[src/rtl/match_event_logger.sv]
// ---------------------------------------------------------------------------
// match_event_logger
//
// Purpose:
//   Sits behind the serial pattern detector. It turns each rising edge of the
//   detector's registered match level into a timestamped event and queues it
//   in a small show-ahead FIFO. A consumer drains the FIFO with a valid/ready
//   handshake. The block also keeps a saturating count of all detected
//   matches and a sticky flag raised when an event had to be dropped because
//   the FIFO was full.
//
// Parameters:
//   TS_W   width of the free-running timestamp counter and of evt_ts
//   DEPTH  FIFO entries (power of two, at least 2)
//   CNT_W  width of the saturating match counter
//
// Ports:
//   clk          single clock, all state on the rising edge
//   rst_n        asynchronous active-low reset
//   match_in     detector match level
//   clr          synchronous clear of FIFO, match count and overflow flag
//   evt_valid    FIFO non-empty, head entry presented on evt_ts
//   evt_ready    consumer accepts the head entry
//   evt_ts       head entry (holds its last value while the FIFO is empty)
//   fifo_level   number of entries held
//   match_count  detected matches, saturating at 2^CNT_W-1
//   overflow     sticky: an event was dropped because the FIFO was full
//
// Build option:
//   LOG_DELTA_EN  when defined, each entry stores the number of cycles since
//                 the previous detected event (saturating at 2^TS_W-1)
//                 instead of the absolute timestamp.
// ---------------------------------------------------------------------------
module match_event_logger #(
    parameter int TS_W  = 16,
    parameter int DEPTH = 4,
    parameter int CNT_W = 8
) (
    input  logic                     clk,
    input  logic                     rst_n,
    input  logic                     match_in,
    input  logic                     clr,
    output logic                     evt_valid,
    input  logic                     evt_ready,
    output logic [TS_W-1:0]          evt_ts,
    output logic [$clog2(DEPTH):0]   fifo_level,
    output logic [CNT_W-1:0]         match_count,
    output logic                     overflow
);

    localparam int AW = $clog2(DEPTH);
    localparam int LW = AW + 1;
    localparam logic [AW:0]   PTR_ONE = (AW+1)'(1);
    localparam logic [AW-1:0] IDX_ONE = AW'(1);

    // Increment that sticks at the all-ones value instead of wrapping.
    function automatic logic [CNT_W-1:0] cnt_sat_inc(input logic [CNT_W-1:0] v);
        return (&v) ? v : v + CNT_W'(1);
    endfunction

    // -----------------------------------------------------------------------
    // State
    // -----------------------------------------------------------------------
    logic [TS_W-1:0] ts_cnt;
    logic            match_d;
    logic [AW:0]     wr_ptr;
    logic [AW:0]     rd_ptr;
    logic [TS_W-1:0] mem [DEPTH];
    logic [TS_W-1:0] head_q;
    logic [CNT_W-1:0] cnt_q;
    logic            ovf_q;

    // -----------------------------------------------------------------------
    // Combinational control
    // -----------------------------------------------------------------------
    logic            event_det;
    logic            empty;
    logic            full;
    logic            do_pop;
    logic            do_push;
    logic            do_drop;
    logic [TS_W-1:0] wdata;
    logic [TS_W-1:0] head_next;
    logic [AW-1:0]   rd_idx_nxt;

    // Rising edge of the match level; a held level yields one event only.
    assign event_det = match_in & ~match_d;

    // The wrap bit separates full (same index, different lap) from empty.
    assign empty = (wr_ptr == rd_ptr);
    assign full  = (wr_ptr[AW] != rd_ptr[AW]) &&
                   (wr_ptr[AW-1:0] == rd_ptr[AW-1:0]);

    // clr overrides both a pop and a push on the same edge.
    assign do_pop  = ~empty & evt_ready & ~clr;
    assign do_push = event_det & ~clr & (~full | do_pop);
    assign do_drop = event_det & ~clr & full & ~do_pop;

    assign rd_idx_nxt = rd_ptr[AW-1:0] + IDX_ONE;

`ifdef LOG_DELTA_EN
    // Cycles since the previous detected event (accepted or dropped).
    function automatic logic [TS_W-1:0] gap_sat_inc(input logic [TS_W-1:0] v);
        return (&v) ? v : v + TS_W'(1);
    endfunction

    logic [TS_W-1:0] gap_cnt;

    always_ff @(posedge clk or negedge rst_n) begin
        if (!rst_n) begin
            gap_cnt <= '0;
        end else if (clr) begin
            gap_cnt <= '0;
        end else if (event_det) begin
            gap_cnt <= TS_W'(1);
        end else begin
            gap_cnt <= gap_sat_inc(gap_cnt);
        end
    end

    assign wdata = gap_cnt;
`else
    assign wdata = ts_cnt;
`endif

    // Value the head register must show after this edge. Tracking the head in
    // a register (rather than reading mem at rd_ptr) lets it hold the last
    // presented entry once the FIFO drains and gives a clean reset value.
    always_comb begin
        head_next = head_q;
        if (!clr) begin
            if (do_pop) begin
                if (fifo_level > LW'(1)) begin
                    head_next = mem[rd_idx_nxt];
                end else if (do_push) begin
                    head_next = wdata;
                end
            end else if (empty && do_push) begin
                head_next = wdata;
            end
        end
    end

    // -----------------------------------------------------------------------
    // Timestamp and edge-detect registers (unaffected by clr)
    // -----------------------------------------------------------------------
    always_ff @(posedge clk or negedge rst_n) begin
        if (!rst_n) begin
            ts_cnt  <= '0;
            match_d <= 1'b0;
        end else begin
            ts_cnt  <= ts_cnt + TS_W'(1);
            match_d <= match_in;
        end
    end

    // -----------------------------------------------------------------------
    // FIFO pointers and head register
    // -----------------------------------------------------------------------
    always_ff @(posedge clk or negedge rst_n) begin
        if (!rst_n) begin
            wr_ptr <= '0;
            rd_ptr <= '0;
            head_q <= '0;
        end else begin
            head_q <= head_next;
            if (clr) begin
                wr_ptr <= '0;
                rd_ptr <= '0;
            end else begin
                if (do_push) begin
                    wr_ptr <= wr_ptr + PTR_ONE;
                end
                if (do_pop) begin
                    rd_ptr <= rd_ptr + PTR_ONE;
                end
            end
        end
    end

    // FIFO storage is pure data and needs no reset.
    always_ff @(posedge clk) begin
        if (do_push) begin
            mem[wr_ptr[AW-1:0]] <= wdata;
        end
    end

    // -----------------------------------------------------------------------
    // Match counter and sticky overflow
    // -----------------------------------------------------------------------
    always_ff @(posedge clk or negedge rst_n) begin
        if (!rst_n) begin
            cnt_q <= '0;
            ovf_q <= 1'b0;
        end else if (clr) begin
            cnt_q <= '0;
            ovf_q <= 1'b0;
        end else begin
            // Dropped events are still counted.
            if (event_det) begin
                cnt_q <= cnt_sat_inc(cnt_q);
            end
            if (do_drop) begin
                ovf_q <= 1'b1;
            end
        end
    end

    // -----------------------------------------------------------------------
    // Outputs
    // -----------------------------------------------------------------------
    assign evt_valid   = ~empty;
    assign evt_ts      = head_q;
    assign fifo_level  = wr_ptr - rd_ptr;
    assign match_count = cnt_q;
    assign overflow    = ovf_q;

endmodule

[config.mk]
export PLATFORM = sky130hd
export DESIGN_NAME = match_event_logger
export DESIGN_NICKNAME = d
export VERILOG_FILES = /design/src/rtl/match_event_logger.sv
export SDC_FILE = /design/constraint.sdc
export NUM_CORES = 1
export LEC_CHECK = 0
export BUFFER_PORTS_ARGS = -buffer_cell sky130_fd_sc_hd__buf_4
export CORE_MARGIN = 2
export CORE_UTILIZATION = 40
export DETAILED_ROUTE_END_ITERATION = 10
export HOLD_SLACK_MARGIN = 0.06
export SYNTH_ARGS = -nofsm -noshare
export SYNTH_HDL_FRONTEND = slang
export SYNTH_SLANG_ARGS = --single-unit
[constraint.sdc]
create_clock -name clk -period 6.92 [get_ports clk]
set_input_delay 0.346 -clock clk [delete_from_list [all_inputs] [get_ports clk]]
set_output_delay 0.346 -clock clk [all_outputs]
set_load 0.03 [all_outputs]
==> impl_metrics.toml <==
[placement]
placement.io_buffers = 33
dp_hpwl_um = 6500
dpl.cell_count = 543
detailed_place.area_mm2 = 0.00549
gp_routability_congestion = 0.799

[detailed_routing]
route.met3.wl_um = 622
met1_length_um = 4630
via_count = 2956
met2RoutedLength_um = 4930
drcViolationCount = 0
route.detailed.wl_per_inst_um = 18.3
drt-vias-per-instance = 5.28
highest_layer_used_for_signal_routing = "met4"
detail_route.first_pass.iterations = 4
finalWirelength_um = 10300
drt_iter0_drc = 199
antenna_left = 0

[setup_path]
worst_setup_path_start_kind = "register"
timing.critical_path.max_delay_family = "compound AO/OA/AOI/OAI gates"
worst-endpoint-required_ps = 7130
timing.critical_path.buf_inv = 1
crit_start = "rd_ptr[0]$_DFFE_PN0P_"
worstReg2RegStart = "rd_ptr[0]$_DFFE_PN0P_"
cp.arrival_ps = 3220
cpPeakStageDelay_ps = 670
crit_type = "reg2reg"
worst-path-stages = 7
regToRegEndpoint = "evt_ts[6]$_DFFE_PN0P_"
critical_path.endpoint_type = "register"
standard_cell_with_the_maximum_stage_delay_on_the_critical_path = "sky130_fd_sc_hd__o221ai_4"
timing.critical_path.cells = "buf_4 -> ha_1 -> fa_1 -> xor3_2 -> o221ai_4 -> a211o_4 -> a22oi_2"
critPathCapture = "evt_ts[6]$_DFFE_PN0P_"
worst-r2r-setup-slack_ps = 3900
worstRegToRegCells = 7
worst-path-max-fanout = 19

[sta]
layout_min_cycle_time_ps = 3020
unrepaired_setup_endpoints_after_global_routing = "no"
setup_viol = 0
fin_worst_skew_ps = 11.2
achievable-frequency_mhz = 331
timing_worst_slew_pin_value_ps = 935
finalHoldViolCount = 0
final_number_of_max_transition_violations = 0
fin_tns_setup_ps = 0
max-slew-margin-rel_pct = 37.7
fin_crit_sh_pct = 43.6

[synthesis]
synth_area_per_cell_um2 = 14.4
seq_area_frac_synth_pct = 61.5
edff_count_synth = 64
post_synth_instance_area_mm2 = 0.00508
ys_types = 47
synth_warnings = 0
post_synthesis_register_bit_count = 112
asyncSetResetFlopFracSynth_pct = 42.9
syn-instance-count = 352
synth-main-ff-cell = "sky130_fd_sc_hd__edfxtp_1"
synth_nets = 367

[grt]
grt_pass1_wl_um = 16900
all_layer_gr_usage_pct = 16.9
grt_overflow_total = 0
first_global_vias = 3083
number_of_antenna_violations_at_the_first_check_in_global_routing = 0
grt_start_max_net_pins = 49

[pwr]
internal_power_w = 0.00111
vdd.ir_drop.worst_v = 0.000140
power.share.switching_pct = 29.3
comb_power_share_pct = 20.7
leakage_nw = 2.25
power.share.clock_pct = 31.0
netSwitchingPower_w = 0.000461
power.sequential.fraction_pct = 48.3
power.density_cell_area_mw_per_mm2 = 272

[layout]
finalNetCount = 398
num_antenna_cells = 0
final_common_cell = "sky130_fd_sc_hd__edfxtp_1"
most-common-layout-cells = "sky130_fd_sc_hd__edfxtp_1 (64), sky130_fd_sc_hd__dfrtp_1 (48), sky130_fd_sc_hd__buf_4 (39)"
layout.cell_area.non_filler_mm2 = 0.00577
final_layout_size_suffix_gt1_share_pct = 22.2
layout-area-overhead-vs-synth_pct = 13.6
layoutNonFillerInstCount = 560

[floorplanning]
die_h_um = 117
dieArea_mm2 = 0.0136
die-width_um = 117
core-area_mm2 = 0.0125
row_count = 41
start_util_pct = 40.6
io_pins = 34

[hold_path]
hold_path.class = "in2reg"

[cts]
post-cts-setup-buffers = 0
cts-resized-gates = 0
cts_tree = "yes"
ctsHoldBuffers = 1
clk_transition_reported_paths_ps = 80
numCtsBuffers = 9
htree_levels = 3
cts_num_sinks = 112
clock_insertion_delay_worst_skew_ps = 360
cts.path.max_buffers = 2
cts_root_buf = "sky130_fd_sc_hd__clkbuf_16"

[flow_run]
maxCapViolCount = 0

[status]
result_of_the_run = "complete, no violations"
==> synth_stat cells, drive strengths merged (3+ instances only) <==
library cell,n,share of area (%)
xor2,10,1.9
mux4,16,7.1
inv,27,2.0
nand3,11,1.1
nand4,4,0.49
o311ai,16,2.8
a22oi,16,3.4
xnor2,13,2.2
nor2,30,2.2
dfrtp,48,24
nor3,4,0.39
nor2b,3,0.37
ha,9,2.2
clkbuf,10,0.74
a21oi,4,0.39
mux2i,18,3.5
buf,10,1.3
and2,4,0.49
and3,4,0.49
o21ai,3,0.30
edfxtp,64,38
nand2,5,0.37
==> power groups by stage <==
stage                     Combinational, W  Sequential, W  Clock [W]
final                             0.000325       0.000760   0.000487
after global routing              0.000353       0.000765   0.000528
after CTS                         0.000330       0.000760   0.000501
after detailed placement          0.000329       0.000774          0
after global placement            0.000323       0.000776          0
after floorplan                   0.000168       0.000828          0
==> registers in the layout, summed over array words and instances, names as in the netlist <==
| name | cells |
|---|---|
| evt_ts | 16 |
| wr_ptr | 3 |
| rd_ptr | 3 |
| ts_cnt | 16 |
| match_count | 8 |
| match_d | 1 |
| overflow | 1 |
| mem | 64 |
==> per-stage QoR <==
| step | hold slack, ps | setup WS, ps | total power [W] | utilization [%] |
|---|---|---|---|---|
| after CTS | 109 | 3870 | 0.00159 | 46.1 |
| after global placement | 415 | 3940 | 0.00110 | 43.8 |
| final | 123 | 3900 | 0.00157 | 46.1 |
| after global routing | 114 | 3690 | 0.00165 | 46.1 |
| after floorplan | 50.4 | 4320 | 0.000996 | - |
| after detailed placement | 420 | 3890 | 0.00110 | 43.8 |
==> worst register-to-register path: stages, from the launching register on <==
cell	delay, ps
sky130_fd_sc_hd__dfrtp_1	360
sky130_fd_sc_hd__buf_4	240
sky130_fd_sc_hd__ha_1	240
sky130_fd_sc_hd__fa_1	370
sky130_fd_sc_hd__xor3_2	430
sky130_fd_sc_hd__o221ai_4	670
sky130_fd_sc_hd__a211o_4	430
sky130_fd_sc_hd__a22oi_2	120
==> logic make-up after synthesis <==
group,after synthesis,share of synthesized area [%]
and+or+nand+nor,73,7.05
muxes,35,10.9
xor gates and xnor gates,24,4.61
buffers and inverters,47,4.04
DFF,112,61.5
adders and majority gates,10,2.61
AOI/OAI and AO/OA,51,9.32
==> worst min path at each step <==
stage                         from                    endpoint  slack [ps]  cells after the start
after floorplan              rst_n       evt_ts[0]$_DFFE_PN0P_          50                      0
final                     match_in           match_d$_DFF_PN0_         120                      1
after global routing      match_in           match_d$_DFF_PN0_         110                      1
after CTS                 match_in           match_d$_DFF_PN0_         110                      1
after detailed placement     rst_n  match_count[3]$_DFFE_PN0P_         420                      1
after global placement       rst_n  match_count[6]$_DFFE_PN0P_         420                      1
==> cell type report <==
type                            count  area (um2)
Fill cell                        1154        6750
Sequential cell                   112        3120
Multi-Input combinational cell    193        1750
Timing Repair Buffer               40         303
Clock buffer                       10         229
Tap cell                          172         215
Inverter                           27         101
Clock inverter                      6        42.5
==> layer usage <==
metal,vias up,global-route usage [%]
li1,1375,-
met1,1502,23.1
met2,72,26.6
met3,7,5.03
met4,0,4.94
met5,-,0
Note: power is estimated with default switching activity, not from simulation.
